`config.mk`:
```
export PLATFORM = sky130hd
export DESIGN_NAME = ifetch_resp
export DESIGN_NICKNAME = d
export VERILOG_FILES = /design/src/rtl/ifetch_resp_pkg.sv /design/src/rtl/ifetch_resp_timeout_cnt.sv /design/src/rtl/ifetch_resp.sv
export SDC_FILE = /design/constraint.sdc
export NUM_CORES = 1
export LEC_CHECK = 0
export CAP_MARGIN = 10
export CORE_MARGIN = 10
export CORE_UTILIZATION = 46
export CTS_CLUSTER_SIZE = 30
export DETAILED_ROUTE_END_ITERATION = 16
export HOLD_SLACK_MARGIN = 0.02
export PLACE_DENSITY = 0.85
export SYNTH_ARGS = -nofsm -noshare
export SYNTH_HDL_FRONTEND = slang
export SYNTH_SLANG_ARGS = --single-unit
```
`constraint.sdc`:
```
create_clock -name clk -period 3 [get_ports clk]
set_input_delay 0.6 -clock clk [delete_from_list [all_inputs] [get_ports clk]]
set_output_delay 0.6 -clock clk [all_outputs]
set_load 0.05 [all_outputs]
```
`src/rtl/ifetch_resp_pkg.sv`:
```
// Shared constants and FSM encoding for the instruction-fetch responder.
package ifetch_resp_pkg;

    typedef enum logic [1:0] {
        ST_IDLE = 2'd0,
        ST_REQ  = 2'd1,
        ST_DROP = 2'd2
    } fetch_state_e;

    localparam logic HOLD_ENABLE  = 1'b1;
    localparam logic HOLD_DISABLE = 1'b0;
    localparam logic JUMP_ENABLE  = 1'b1;

    localparam int          TIMEOUT_DEFAULT  = 16;
    localparam logic [31:0] NOP_INST_DEFAULT = 32'h0000_0013;

endpackage

```
`src/rtl/ifetch_resp_timeout_cnt.sv`:
```
// Saturating wait-cycle counter; o_terminal flags the last permitted wait cycle.
module ifetch_resp_timeout_cnt #(
    parameter int TIMEOUT = 16
) (
    input  logic clk,
    input  logic rst,
    input  logic i_clear,
    input  logic i_en,
    output logic o_terminal
);

    localparam int CNT_W = (TIMEOUT > 1) ? $clog2(TIMEOUT) : 1;
    localparam logic [CNT_W-1:0] LAST = CNT_W'(TIMEOUT - 1);

    logic [CNT_W-1:0] r_count;

    always_ff @(posedge clk) begin
        if (!rst) begin
            r_count <= '0;
        end else if (i_clear) begin
            r_count <= '0;
        end else if (i_en && (r_count != LAST)) begin
            r_count <= r_count + 1'b1;
        end
    end

    assign o_terminal = (r_count == LAST);

endmodule

```
`src/rtl/ifetch_resp.sv`:
```
// Fetch responder: takes the PC, runs one memory request at a time and hands
// the instruction to decode, stalling the PC while a fetch is outstanding.
module ifetch_resp
    import ifetch_resp_pkg::*;
#(
    parameter int                ADDR_W   = 32,
    parameter int                DATA_W   = 32,
    parameter int                TIMEOUT  = TIMEOUT_DEFAULT,
    parameter logic [DATA_W-1:0] NOP_INST = DATA_W'(NOP_INST_DEFAULT)
) (
    input  logic              clk,
    input  logic              rst,
    input  logic [ADDR_W-1:0] pc_i,
    input  logic              jump_flag_i,
    output logic              hold_flag_o,
    output logic              mem_req_o,
    output logic [ADDR_W-1:0] mem_addr_o,
    input  logic [DATA_W-1:0] mem_rdata_i,
    input  logic              mem_ready_i,
    output logic [DATA_W-1:0] inst_o,
    output logic [ADDR_W-1:0] inst_addr_o,
    output logic              inst_valid_o,
    output logic              fetch_err_o
);

    fetch_state_e      r_state;
    fetch_state_e      w_state_next;
    logic              r_mem_req;
    logic [ADDR_W-1:0] r_mem_addr;
    logic [DATA_W-1:0] r_inst;
    logic [ADDR_W-1:0] r_inst_addr;
    logic              r_inst_valid;
    logic              r_fetch_err;

    logic w_jump;
    logic w_misaligned;
    logic w_terminal;
    logic w_start;
    logic w_mis_err;
    logic w_done;
    logic w_abort;
    logic w_req_end;

    assign w_jump       = (jump_flag_i == JUMP_ENABLE);
    assign w_misaligned = (pc_i[1:0] != 2'b00);

    ifetch_resp_timeout_cnt #(
        .TIMEOUT (TIMEOUT)
    ) u_timeout_cnt (
        .clk        (clk),
        .rst        (rst),
        .i_clear    (w_start),
        .i_en       (r_state != ST_IDLE),
        .o_terminal (w_terminal)
    );

    // Event decode; a jump always outranks a timeout while in REQ.
    always_comb begin
        w_start   = 1'b0;
        w_mis_err = 1'b0;
        w_done    = 1'b0;
        w_abort   = 1'b0;
        w_req_end = 1'b0;
        case (r_state)
            ST_IDLE: begin
                w_start   = !w_jump && !w_misaligned;
                w_mis_err = !w_jump &&  w_misaligned;
            end
            ST_REQ: begin
                w_done    = mem_ready_i && !w_jump;
                w_abort   = !mem_ready_i && !w_jump && w_terminal;
                w_req_end = mem_ready_i || w_abort;
            end
            ST_DROP: begin
                w_req_end = mem_ready_i || w_terminal;
            end
            default: ;
        endcase
    end

    always_ff @(posedge clk) begin
        if (!rst) begin
            r_state <= ST_IDLE;
        end else begin
            r_state <= w_state_next;
        end
    end

    always_comb begin
        w_state_next = r_state;
        case (r_state)
            ST_IDLE: if (w_start) w_state_next = ST_REQ;
            ST_REQ: begin
                if (mem_ready_i)     w_state_next = ST_IDLE;
                else if (w_jump)     w_state_next = ST_DROP;
                else if (w_terminal) w_state_next = ST_IDLE;
            end
            ST_DROP: if (w_req_end) w_state_next = ST_IDLE;
            default: w_state_next = ST_IDLE;
        endcase
    end

    // The PC may only advance on a cycle that produces a decode-visible result.
    always_comb begin
        hold_flag_o = HOLD_ENABLE;
        if (rst && (w_done || w_abort || w_mis_err)) begin
            hold_flag_o = HOLD_DISABLE;
        end
    end

    always_ff @(posedge clk) begin
        if (!rst) begin
            r_mem_req    <= 1'b0;
            r_mem_addr   <= '0;
            r_inst       <= NOP_INST;
            r_inst_addr  <= '0;
            r_inst_valid <= 1'b0;
            r_fetch_err  <= 1'b0;
        end else begin
            r_inst_valid <= 1'b0;
            r_fetch_err  <= 1'b0;
            if (w_start) begin
                r_mem_req  <= 1'b1;
                r_mem_addr <= pc_i;
            end
            if (w_req_end) begin
                r_mem_req <= 1'b0;
            end
            if (w_done) begin
                r_inst       <= mem_rdata_i;
                r_inst_addr  <= r_mem_addr;
                r_inst_valid <= 1'b1;
            end
            if (w_abort) begin
                r_inst       <= NOP_INST;
                r_inst_addr  <= r_mem_addr;
                r_inst_valid <= 1'b1;
                r_fetch_err  <= 1'b1;
            end
            if (w_mis_err) begin
                r_inst       <= NOP_INST;
                r_inst_addr  <= pc_i;
                r_inst_valid <= 1'b1;
                r_fetch_err  <= 1'b1;
            end
        end
    end

    assign mem_req_o    = r_mem_req;
    assign mem_addr_o   = r_mem_addr;
    assign inst_o       = r_inst;
    assign inst_addr_o  = r_inst_addr;
    assign inst_valid_o = r_inst_valid;
    assign fetch_err_o  = r_fetch_err;

endmodule
```
Yosys cells after proc, flatten, opt, wreduce, memory -nomap -nowiden
Cells that the tools add are included.
Cells by class
  $add $sub $neg: 1
  equal/unequal tests: 7
  multiplexer cells: 20
  bitwise operators: 1
  reduce and logical (&&, ||, !) cells: 22
Operators with widths (count)
  two-way mux 32 bit: 3
  two-way mux 1 bit: 10
  two-way mux 2 bit: 5
  != test 4 bit (second input constant): 2
  logical AND 1 bit: 7
  one-hot mux 2 bit (3 select lines): 1
  adder 4 x 1 -> 4 bit (second input constant): 1
  equality test 4 bit (second input constant): 1
  logical OR 1 bit: 4
  nonzero test 2 bit: 2
  OR reduction 2 bit: 2
  zero test 1 bit: 3
  AND reduction 3 bit: 1
  nonzero test 3 bit: 1
  OR reduction 3 bit: 1
  equality test 2 x 1 -> 1 bit (second input constant): 1
  equality test 2 bit (second input constant): 1
  zero test 2 bit: 1
  != test 2 x 1 -> 1 bit (second input constant): 1
  != test 2 bit (second input constant): 1
  one-hot mux 1 bit (2 select lines): 1
  NOT 1 bit: 1
Storage, ports and cells
  flip-flop bits (word level): 105
  output and inout bits: 100
  logic and storage cells: 59

Longest topological paths before layout
Gate-level depths: netlist of run 1.
  word-level depth: 8
  gate-level depth with buffers: 8

By module
A second synthesis of run 1 with hierarchy kept.
Second synthesis, totals
  cells, all modules: 532
  area total of the unflattened synthesis: 4425.5 sq um
Modules (own cells, without submodules)
  ifetch_resp: instances 1, cells each 510, area each 4227.8 sq um, sequential area each 2021.9 sq um
  ifetch_resp_timeout_cnt: instances 1, cells each 22, area each 197.7 sq um, sequential area each 80.1 sq um

Worst setup path before layout of run 1
Ideal clock, no wire load.
  kind: input to output
  from: input jump_flag_i
  to: output hold_flag_o
  data arrival time: 1673 ps
  slack: 727 ps
  stages: 5
  buffers on the path: 1
  cells stage by stage: or3b_1 o221ai_2 buf_6 and2_1 inv_1
Between the ends
  cells in the longest elaborated chain, start to end: 8
  elaborated cells on any way between the ends: 12
  classes of those cells: 4 x mux; 8 x reduce/logical
Ends and longest elaborated chain
  from (decl): line ifetch_resp.sv:14  | input logic jump_flag_i,
  zero test 1 bit *: line ifetch_resp.sv:67, ifetch_resp.sv:70, ifetch_resp.sv:71
  logical AND 1 bit (2 in series): line ifetch_resp.sv:71  | w_abort = !mem_ready_i && !w_jump && w_terminal;
  two-way mux 1 bit: line ifetch_resp.sv:64  | case (r_state)
  logical OR 1 bit: line ifetch_resp.sv:106  | if (rst && (w_done || w_abort || w_mis_err)) begin
  logical OR 1 bit *: line ifetch_resp.sv:106
  logical AND 1 bit *: line ifetch_resp.sv:106
  two-way mux 1 bit *: line ifetch_resp.sv:106
  to (decl): line ifetch_resp.sv:15  | output logic hold_flag_o,
Every way passes the cells marked *; elsewhere a longest branch is shown, timed or not.

Final worst setup path of run 1
  from: input mem_ready_i
  to: output hold_flag_o
Between the ends
  cells in the longest elaborated chain, start to end: 8
  elaborated cells on any way between the ends: 10
  classes of those cells: 3 x mux; 7 x reduce/logical
Ends and longest elaborated chain
  from (decl): line ifetch_resp.sv:19  | input logic mem_ready_i,
  zero test 1 bit: line ifetch_resp.sv:71
  logical AND 1 bit (2 in series): line ifetch_resp.sv:71
  two-way mux 1 bit: line ifetch_resp.sv:64
  logical OR 1 bit * (2 in series): line ifetch_resp.sv:106
  logical AND 1 bit *: line ifetch_resp.sv:106
  two-way mux 1 bit *: line ifetch_resp.sv:106
Marks and branches as above.

==> results.cfg, run 1 <==
[status]
outcome = completed

[synth]
ys_seq_area_share_pct = 50.4
syn_avg_cell_area_um2 = 8.20
yosysWarnings = 0
synthDistinctLibCells = 36
synth_seq_cells = 105
synth_area_mm2 = 0.00417
synth.net_count = 580
synth_cells = 508
async_flop_share_pct = 0
ys.flop_type = dfxtp_1
synth_edf_count = 0

[sta]
slew_headroom_pct = 56.7
tightest_slew_ns = 0.649
fmax_mhz = 366
finalWorstPathRequiredPeriod_ns = 2.73
finalHoldViolations = 0
slew_viol_final = 0
skew_ns = 0.0132
min_period_over_period_pct = 91.1
setup_viol = 0
setup_tns_ns = 0
rsz0062_at_grt = no

[clock_tree]
clock_path_buffers = 2
numCtsBuffers = 9
htreeDepth = 3
clock_tree.root_cell = clkbuf_8
clk_pin_slew_ns = 0.09
post_cts_buffers = 0
cts_tree = yes
hold_buffers = 0
cts_resized = 0
clock_sinks = 105
clk_latency_ns = 0.35

[worst_hold_path]
holdPathEnd = inst_o[17]
hold_start = inst_o[17]
whs_path_depth = 2
hp-class = reg -> reg

[critical_path]
reg2reg_setup_slack_ns = 0.91
cp.depth = 6
cp.required_ns = 2.40
critPathLaunchType = input pin
criticalPathCategory = in -> out
crit_slowest_cell = clkdlybuf4s50_1
crit_arrival_ns = 2.13
cpLargestDelayFamily = buffers and inverters
reg2reg_depth = 7
worstPathMaxFanout = 6
path_buf_inv = 3
slowest_delay_ns = 0.48
end_kind = output pin
reg2reg_to = inst_addr_o[29]
r2r-start = r_state[1]
worstPathCellList = clkdlybuf4s50_1 -> or3b_1 -> o221ai_4 -> and2_1 -> inv_1 -> buf_12

[placed_design]
portBuffers = 167
place_hpwl_mm = 9.45
post-place-cells = 761
routabilityCongestion = 0.782

[route]
vias = 4076
top_layer = met4
wl_per_cell_um = 16.3
drc = 0
dr_wl_met2_mm = 5.93
routed_wl_mm = 12.7
wl_met3_mm = 1.52
route.antenna.remaining_nets = 0
drt_iter0_markers = 244
first_pass_iters = 4
drt-met1-wl_mm = 5.13
via_per_inst = 5.25

[cells_and_area]
syn2layout_area_growth_pct = 48.4
nets = 736
drive_above_1_share_pct = 8.37
insertedDiodeCount = 0
fin_cells = 777
fin_util_pct = 70.6

[floorplan]
start_util_pct = 47.6
rows = 34
die_x_um = 115
core_mm2 = 0.00876
dieArea_mm2 = 0.0133
io_pins = 168
dieHeight_um = 115

[power_and_ir_drop]
vdd_drop_max_mv = 0.289
p_leak_nw = 2.14
p_per_area_mw_per_mm2 = 668

[global_route]
grt_overflow = 0
grt_antenna_before_repair = 0
grt_usage_pct = 18.6
grt_pass1_wl_mm = 20.3
grt_pass1_vias = 4045
grt_max_degree = 65

[job]
cap_violations = 0
[power breakdown]
part | total, mW | switching [mW] | internal (mW)
sequential | 1.63 | 0.0877 | 1.55
clock | 0.945 | 0.470 | 0.476
combinational | 1.55 | 1.01 | 0.544
[layout by cell type (no fill, tap or decap), drive strengths merged, types with 2 or more instances in the layout]
| master | n |
|---|---|
| o21ai | 4 |
| clkdlybuf4s50 | 166 |
| bufinv | 2 |
| xor2 | 2 |
| a311oi | 31 |
| nand3b | 4 |
| ha | 4 |
| nand3 | 2 |
| a21oi | 62 |
| clkbuf | 10 |
| mux2i | 3 |
| buf | 15 |
| nor2 | 38 |
| and3 | 3 |
| inv | 7 |
| nand2 | 193 |
| dfxtp | 105 |
[sequential cells by signal (all words and copies together) (netlist names)]
register and count:
inst_o 32, mem_addr_o 32, mem_req_o 1, fetch_err_o 1
inst_valid_o 1, inst_addr_o 32, r_state 2, u_timeout_cnt.r_count 4
[worst max path at each step]
stage	start	endpoint
finish	mem_ready_i	hold_flag_o
global route	mem_ready_i	hold_flag_o
floorplan	jump_flag_i	hold_flag_o
global placement	mem_ready_i	hold_flag_o
detailed placement	mem_ready_i	hold_flag_o
CTS	mem_ready_i	hold_flag_o
[cells in the mapped netlist (4+ instances only)]
cell	instances	share of area, %
nand2_1	193	17
dfxtp_1	105	50
a21oi_1	62	7.4
nor2_1	38	3.4
clkbuf_1	26	2.3
a311oi_2	20	7.2
a311oi_1	11	2.3
buf_2	5	0.60
ha_1	4	1.2
inv_1	4	0.36
nand3b_1	4	0.72
[area by class of cell]
type | count | area (um^2)
clock buffer | 10 | 128
inverter | 5 | 18.8
fill | 687 | 2580
timing repair buffer | 181 | 1810
clock inverter | 6 | 90.1
multi-input combinational | 362 | 1900
tap | 108 | 135
sequential | 105 | 2100
[logic make-up after synthesis]
group / share of synthesized area (%)
simple gates: 23.7
flops: 50.4
compound gates: 18.7
buf+inv: 4.56
fa+ha+maj: 1.20
xor+xnor: 0.631
mux: 0.721
[metal layers]
metal	track usage (%)	vias to the layer above
li1	-	2002
met4	4.79	0
met2	30.1	158
met1	21.4	1910
met3	9.11	6
met5	0	-
[through the flow]
step / hold WS (ns) / total power, mW / setup slack, ns / area, um^2
5_1_grt: 0.474 / 4.35 / 0.189 / 6180
4_1_cts: 0.461 / 4.18 / 0.266 / 6180
6_report: 0.458 / 4.13 / 0.268 / 6180
2_1_floorplan: 0.451 / 2.70 / 0.727 / 4170
3_3_place_gp: 0.441 / 3.19 / 0.294 / 5970
3_5_place_dp: 0.445 / 3.23 / 0.265 / 5970
[worst min-delay path: stages, from the launching register on]
cell,delay (ns)
dfxtp_1,0.32
nand2_1,0.05
a21oi_1,0.05
No activity file was read; power rests on OpenSTA's default activity.
==> run 2: changes to the inputs <==
--- a/config.mk
+++ b/config.mk
@@ -7,11 +7,12 @@
 export LEC_CHECK = 0
 export CAP_MARGIN = 10
 export CORE_MARGIN = 10
-export CORE_UTILIZATION = 46
+export CORE_UTILIZATION = 47
 export CTS_CLUSTER_SIZE = 30
 export DETAILED_ROUTE_END_ITERATION = 16
 export HOLD_SLACK_MARGIN = 0.02
 export PLACE_DENSITY = 0.85
 export SYNTH_ARGS = -nofsm -noshare
 export SYNTH_HDL_FRONTEND = slang
+export SYNTH_HIERARCHICAL = 1
 export SYNTH_SLANG_ARGS = --single-unit
==> results.cfg, run 2 <==
[sta]
tightest_slew_ns = 1.22
setup_tns_ns = 0
setup_viol = 0
slew_headroom_pct = 18.7
finalHoldViolations = 0
slew_viol_final = 0
skew_ns = 0.00856
fmax_mhz = 366
finalWorstPathRequiredPeriod_ns = 2.73
min_period_over_period_pct = 91.0
rsz0062_at_grt = no

[placed_design]
routabilityCongestion = 0.828
place_hpwl_mm = 10.6
portBuffers = 167

[synth]
synth_area_mm2 = 0.00443
synth_top_area_share_pct = 47.5
synth_area_leader_cell = dfxtp_1
synthTopCellsByCount = nand2_1, dfxtp_1, a21oi_1
syn_avg_cell_area_um2 = 8.32
synth_seq_cells = 105
synthTopCellsByArea = dfxtp_1, nand2_1, a21oi_1, a2111oi_0, a311oi_1
synth.most_common_cell = nand2_1
synth_cells = 532
yosysWarnings = 6
synth.net_count = 604
ys.flop_type = dfxtp_1
synth_edf_count = 0
ys_seq_area_share_pct = 47.5
synthDistinctLibCells = 42
async_flop_share_pct = 0

[cells_and_area]
syn2layout_area_growth_pct = 42.9
final_cell_mix = clkdlybuf4s50_1, nand2_1, dfxtp_1, a21oi_1, a2111oi_0
final_common_cell = clkdlybuf4s50_1
drive_above_1_share_pct = 5.22
seqCellArea_mm2 = 0.00210
fin_util_pct = 68.8
fill_cells = 755
multiInputGateArea_mm2 = 0.00203
nets = 738
insertedDiodeCount = 0

[floorplan]
rows = 35
start_util_pct = 48.1
core_mm2 = 0.00920
die_x_um = 117
dieHeight_um = 117
io_pins = 168
dieArea_mm2 = 0.0137

[clock_tree]
clock_sinks = 105
cts_resized = 0
clock_path_buffers = 2
htreeDepth = 3
cts_tree = yes
clk_pin_slew_ns = 0.10
post_cts_buffers = 0
numCtsBuffers = 9
hold_buffers = 0
clock_tree.root_cell = clkbuf_8
clk_latency_ns = 0.36

[job]
cap_violations = 0

[critical_path]
path_buf_inv = 0
cpLargestDelayFamily = simple AND/OR/NAND/NOR gates
cp.required_ns = 3.26
crit_slowest_cell = and4bb_1
worstPathMaxFanout = 33
crit_arrival_ns = 2.99
end_kind = register
slowest_delay_ns = 1.08
worstPathCellList = ha_1 -> and3_1 -> and4bb_1 -> a2111oi_0 -> a311oi_1
critPathLaunchType = register
criticalPathCategory = reg -> reg

[route]
routed_wl_mm = 15.3
vias = 4578
drt_iter0_markers = 375
drc = 0
first_pass_iters = 5
route.antenna.remaining_nets = 0
via_per_inst = 5.85
wl_per_cell_um = 19.6

[global_route]
grt_pass1_vias = 4632
grt_pass1_wl_mm = 23.7
grt_usage_pct = 21.7
grt_max_degree = 56
grt_antenna_before_repair = 0
grt_overflow = 0

[power_and_ir_drop]
p_leak_nw = 2.10
vdd_drop_max_mv = 0.292
p_per_area_mw_per_mm2 = 481

[worst_hold_path]
hp-class = reg -> reg

[status]
outcome = completed
-- run 2: worst paths after layout --
path                                               start               to  slack (ns)  depth (start not counted)
worst max-delay path            u_timeout_cnt/r_count[0]  inst_addr_o[18]        0.27                          5
worst min-delay path                           inst_o[3]        inst_o[3]        0.46                          2
worst max register to register  u_timeout_cnt/r_count[0]  inst_addr_o[18]        0.27                          5
worst min register to register                 inst_o[3]        inst_o[3]        0.46                          2
-- run 2: cell type report --
| class | count | share of cell area (%) |
|---|---|---|
| Multi-Input combinational cell | 362 | 32.2 |
| Sequential cell | 105 | 33.2 |
| Inverter | 8 | 0.475 |
| Timing Repair Buffer | 180 | 28.9 |
| Tap cell | 111 | 2.20 |
| Clock buffer | 12 | 2.14 |
| Clock inverter | 4 | 0.851 |
-- run 2: stage by stage --
stage                     power [mW]  hold WS [ns]  setup WS, ns  instances  cell area, um^2
after floorplan                 1.91         0.451         0.602        532             4430
after global placement          2.19         0.441         0.299        766             6130
after detailed placement        2.20         0.446         0.118        766             6130
after CTS                       3.06         0.460         0.309        782             6320
after global routing            3.15         0.487        0.0695        782             6320
final                           3.04         0.459         0.271        782             6320
-- run 2: power breakdown --
part	leakage (nW)	total [mW]	internal (mW)	switching (mW)
clock	0.0868	0.864	0.389	0.475
sequential	0.855	1.49	1.45	0.0380
combinational	1.15	0.685	0.260	0.425
total	2.10	3.04	2.10	0.938
-- run 2: cell families after synthesis --
group | after synthesis | synth area share, %
buffers and inverters | 65 | 6.79
multiplexers | 1 | 0.226
AND/OR/NAND/NOR | 185 | 18.7
flip-flops | 105 | 47.5
adder cells (fa/ha/maj) | 4 | 1.13
AO/OA/AOI/OAI | 172 | 25.6
-- run 2: worst min-delay path, cell delays in order (launching register included) --
cell and delay [ns]:
dfxtp_1 0.32, nand2_1 0.05, a21oi_1 0.05
-- run 2: per-layer routing --
metal | routed length [um] | GRT usage, % | share of wire, % | vias up
li1 | - | - | - | 2189
met1 | 5800 | 24.1 | 38 | 2147
met2 | 7990 | 39.1 | 52 | 212
met3 | 1090 | 3.98 | 7.1 | 30
met4 | 431 | 9.97 | 2.8 | 0
met5 | 0 | 0 | 0 | -
==> run 3: changes to the inputs <==
--- a/config.mk
+++ b/config.mk
@@ -7,11 +7,12 @@
 export LEC_CHECK = 0
 export CAP_MARGIN = 10
 export CORE_MARGIN = 10
-export CORE_UTILIZATION = 47
+export CORE_UTILIZATION = 44
 export CTS_CLUSTER_SIZE = 30
 export DETAILED_ROUTE_END_ITERATION = 16
 export HOLD_SLACK_MARGIN = 0.02
-export PLACE_DENSITY = 0.85
+export PLACE_DENSITY = 0.8
+export REMOVE_ABC_BUFFERS = 1
 export SYNTH_ARGS = -nofsm -noshare
 export SYNTH_HDL_FRONTEND = slang
 export SYNTH_HIERARCHICAL = 1
==> constraint.sdc (replaced) <==
create_clock -name clk -period 2.8 [get_ports clk]
set_input_delay 0.56 -clock clk [delete_from_list [all_inputs] [get_ports clk]]
set_output_delay 0.56 -clock clk [all_outputs]
set_load 0.05 [all_outputs]
==> results.cfg, run 3 (same netlist as run 2, synthesis figures left out) <==
[critical_path]
cp.required_ns = 2.24
reg2reg_depth = 6
crit_arrival_ns = 1.92
worstPathMaxFanout = 12
r2r-start = u_timeout_cnt/r_count[0]
end_kind = output pin
critPathLaunchType = input pin
criticalPathCategory = in -> out
reg2reg_to = inst_addr_o[3]
reg2reg_setup_slack_ns = 0.77

[floorplan]
start_util_pct = 45.3
dieArea_mm2 = 0.0145
dieHeight_um = 120
io_pins = 168
rows = 36
die_x_um = 120
core_mm2 = 0.00977

[clock_tree]
clk_pin_slew_ns = 0.10
htreeDepth = 3
clock_path_buffers = 2
post_cts_buffers = 0
clk_latency_ns = 0.38
cts_resized = 0
numCtsBuffers = 9
hold_buffers = 0
cts_tree = yes
clock_tree.root_cell = clkbuf_8
clock_sinks = 105

[cells_and_area]
stdcell_area_mm2 = 0.00634
final_cell_mix = clkdlybuf4s50_1, nand2_1, dfxtp_1, a21oi_1, a2111oi_0
insertedDiodeCount = 0
drive_above_1_share_pct = 6.07
nets = 742
final_common_cell = clkdlybuf4s50_1
fill_cells = 826
syn2layout_area_growth_pct = 43.2

[route]
via_per_inst = 5.81
vias = 4695
drc = 0
drt_iter0_markers = 478
dr_wl_met2_mm = 6.88
top_layer = met4
routed_wl_mm = 15.3
drt-met1-wl_mm = 6.52
wl_met3_mm = 1.66
route.antenna.remaining_nets = 0
wl_per_cell_um = 18.9
first_pass_iters = 7

[placed_design]
placed_area_mm2 = 0.00617
place_hpwl_mm = 10.4
portBuffers = 167
routabilityCongestion = 0.789

[sta]
slew_viol_final = 0
fmax_mhz = 404
setup_viol = 0
skew_ns = 0.0137
holdWs_ns = 0.462
slew_headroom_pct = 61.8
setup_tns_ns = 0
rsz0062_at_grt = no
min_period_over_period_pct = 88.4
finalHoldViolations = 0
tightest_slew_ns = 0.571
finalWorstPathRequiredPeriod_ns = 2.48

[worst_hold_path]
holdPathEnd = inst_o[11]
whs_path_depth = 2
hp-class = reg -> reg
hold_start = inst_o[11]

[job]
cap_violations = 0

[global_route]
grt_usage_pct = 20.2
grt_max_degree = 64
grt_antenna_before_repair = 0
grt_overflow = 0
grt_pass1_wl_mm = 24.1
grt_pass1_vias = 4690

[status]
outcome = completed

[power_and_ir_drop]
p_per_area_mw_per_mm2 = 502
p_leak_nw = 2.10
vdd_drop_max_mv = 0.281
==> run 3: routing by layer <==
metal	vias up	global-route usage, %
li1	2198	-
met1	2203	24.8
met2	276	32.2
met3	18	6.33
met4	0	8.60
met5	-	0
==> run 3: worst max-delay path: stages <==
cell and delay (ns):
clkdlybuf4s50_1 0.61, nand2b_1 0.26, o211ai_1 0.21, nand2_1 0.09
buf_4 0.19
==> run 3: how the worst max path moves through the flow <==
| stage | start | to | slack, ns |
|---|---|---|---|
| after floorplan | jump_flag_i | hold_flag_o | -0.74 |
| after global placement | jump_flag_i | hold_flag_o | 0.37 |
| after detailed placement | jump_flag_i | inst_addr_o[3] | 0.28 |
| after CTS | jump_flag_i | hold_flag_o | 0.32 |
| after global routing | u_timeout_cnt/r_count[0] | hold_flag_o | 0.20 |
| final | jump_flag_i | hold_flag_o | 0.32 |
==> run 3: final cells by class <==
| cell class | count | area (um^2) | share of cell area (%) |
|---|---|---|---|
| Sequential cell | 105 | 2100 | 33.2 |
| Multi-Input combinational cell | 362 | 2030 | 32.1 |
| Timing Repair Buffer | 184 | 1830 | 28.9 |
| Tap cell | 133 | 166 | 2.63 |
| Clock buffer | 10 | 128 | 2.01 |
| Clock inverter | 6 | 42.5 | 0.671 |
| Inverter | 8 | 30.0 | 0.474 |
==> run 3: power breakdown <==
group | switching [mW] | internal [mW] | leakage (nW)
Combinational | 0.451 | 0.274 | 1.16
Clock | 0.528 | 0.327 | 0.0831
Sequential | 0.0424 | 1.56 | 0.855
==> run 3: through the flow <==
stage / std cells / power (mW) / setup WS (ns) / util, %
global placement: 792 / 2.34 / 0.373 / 63.1
CTS: 808 / 3.20 / 0.324 / 64.8
floorplan: 475 / 2.02 / -0.737 / -
finish: 808 / 3.18 / 0.324 / 64.8
global route: 808 / 3.30 / 0.197 / 64.8
detailed placement: 792 / 2.35 / 0.281 / 63.1
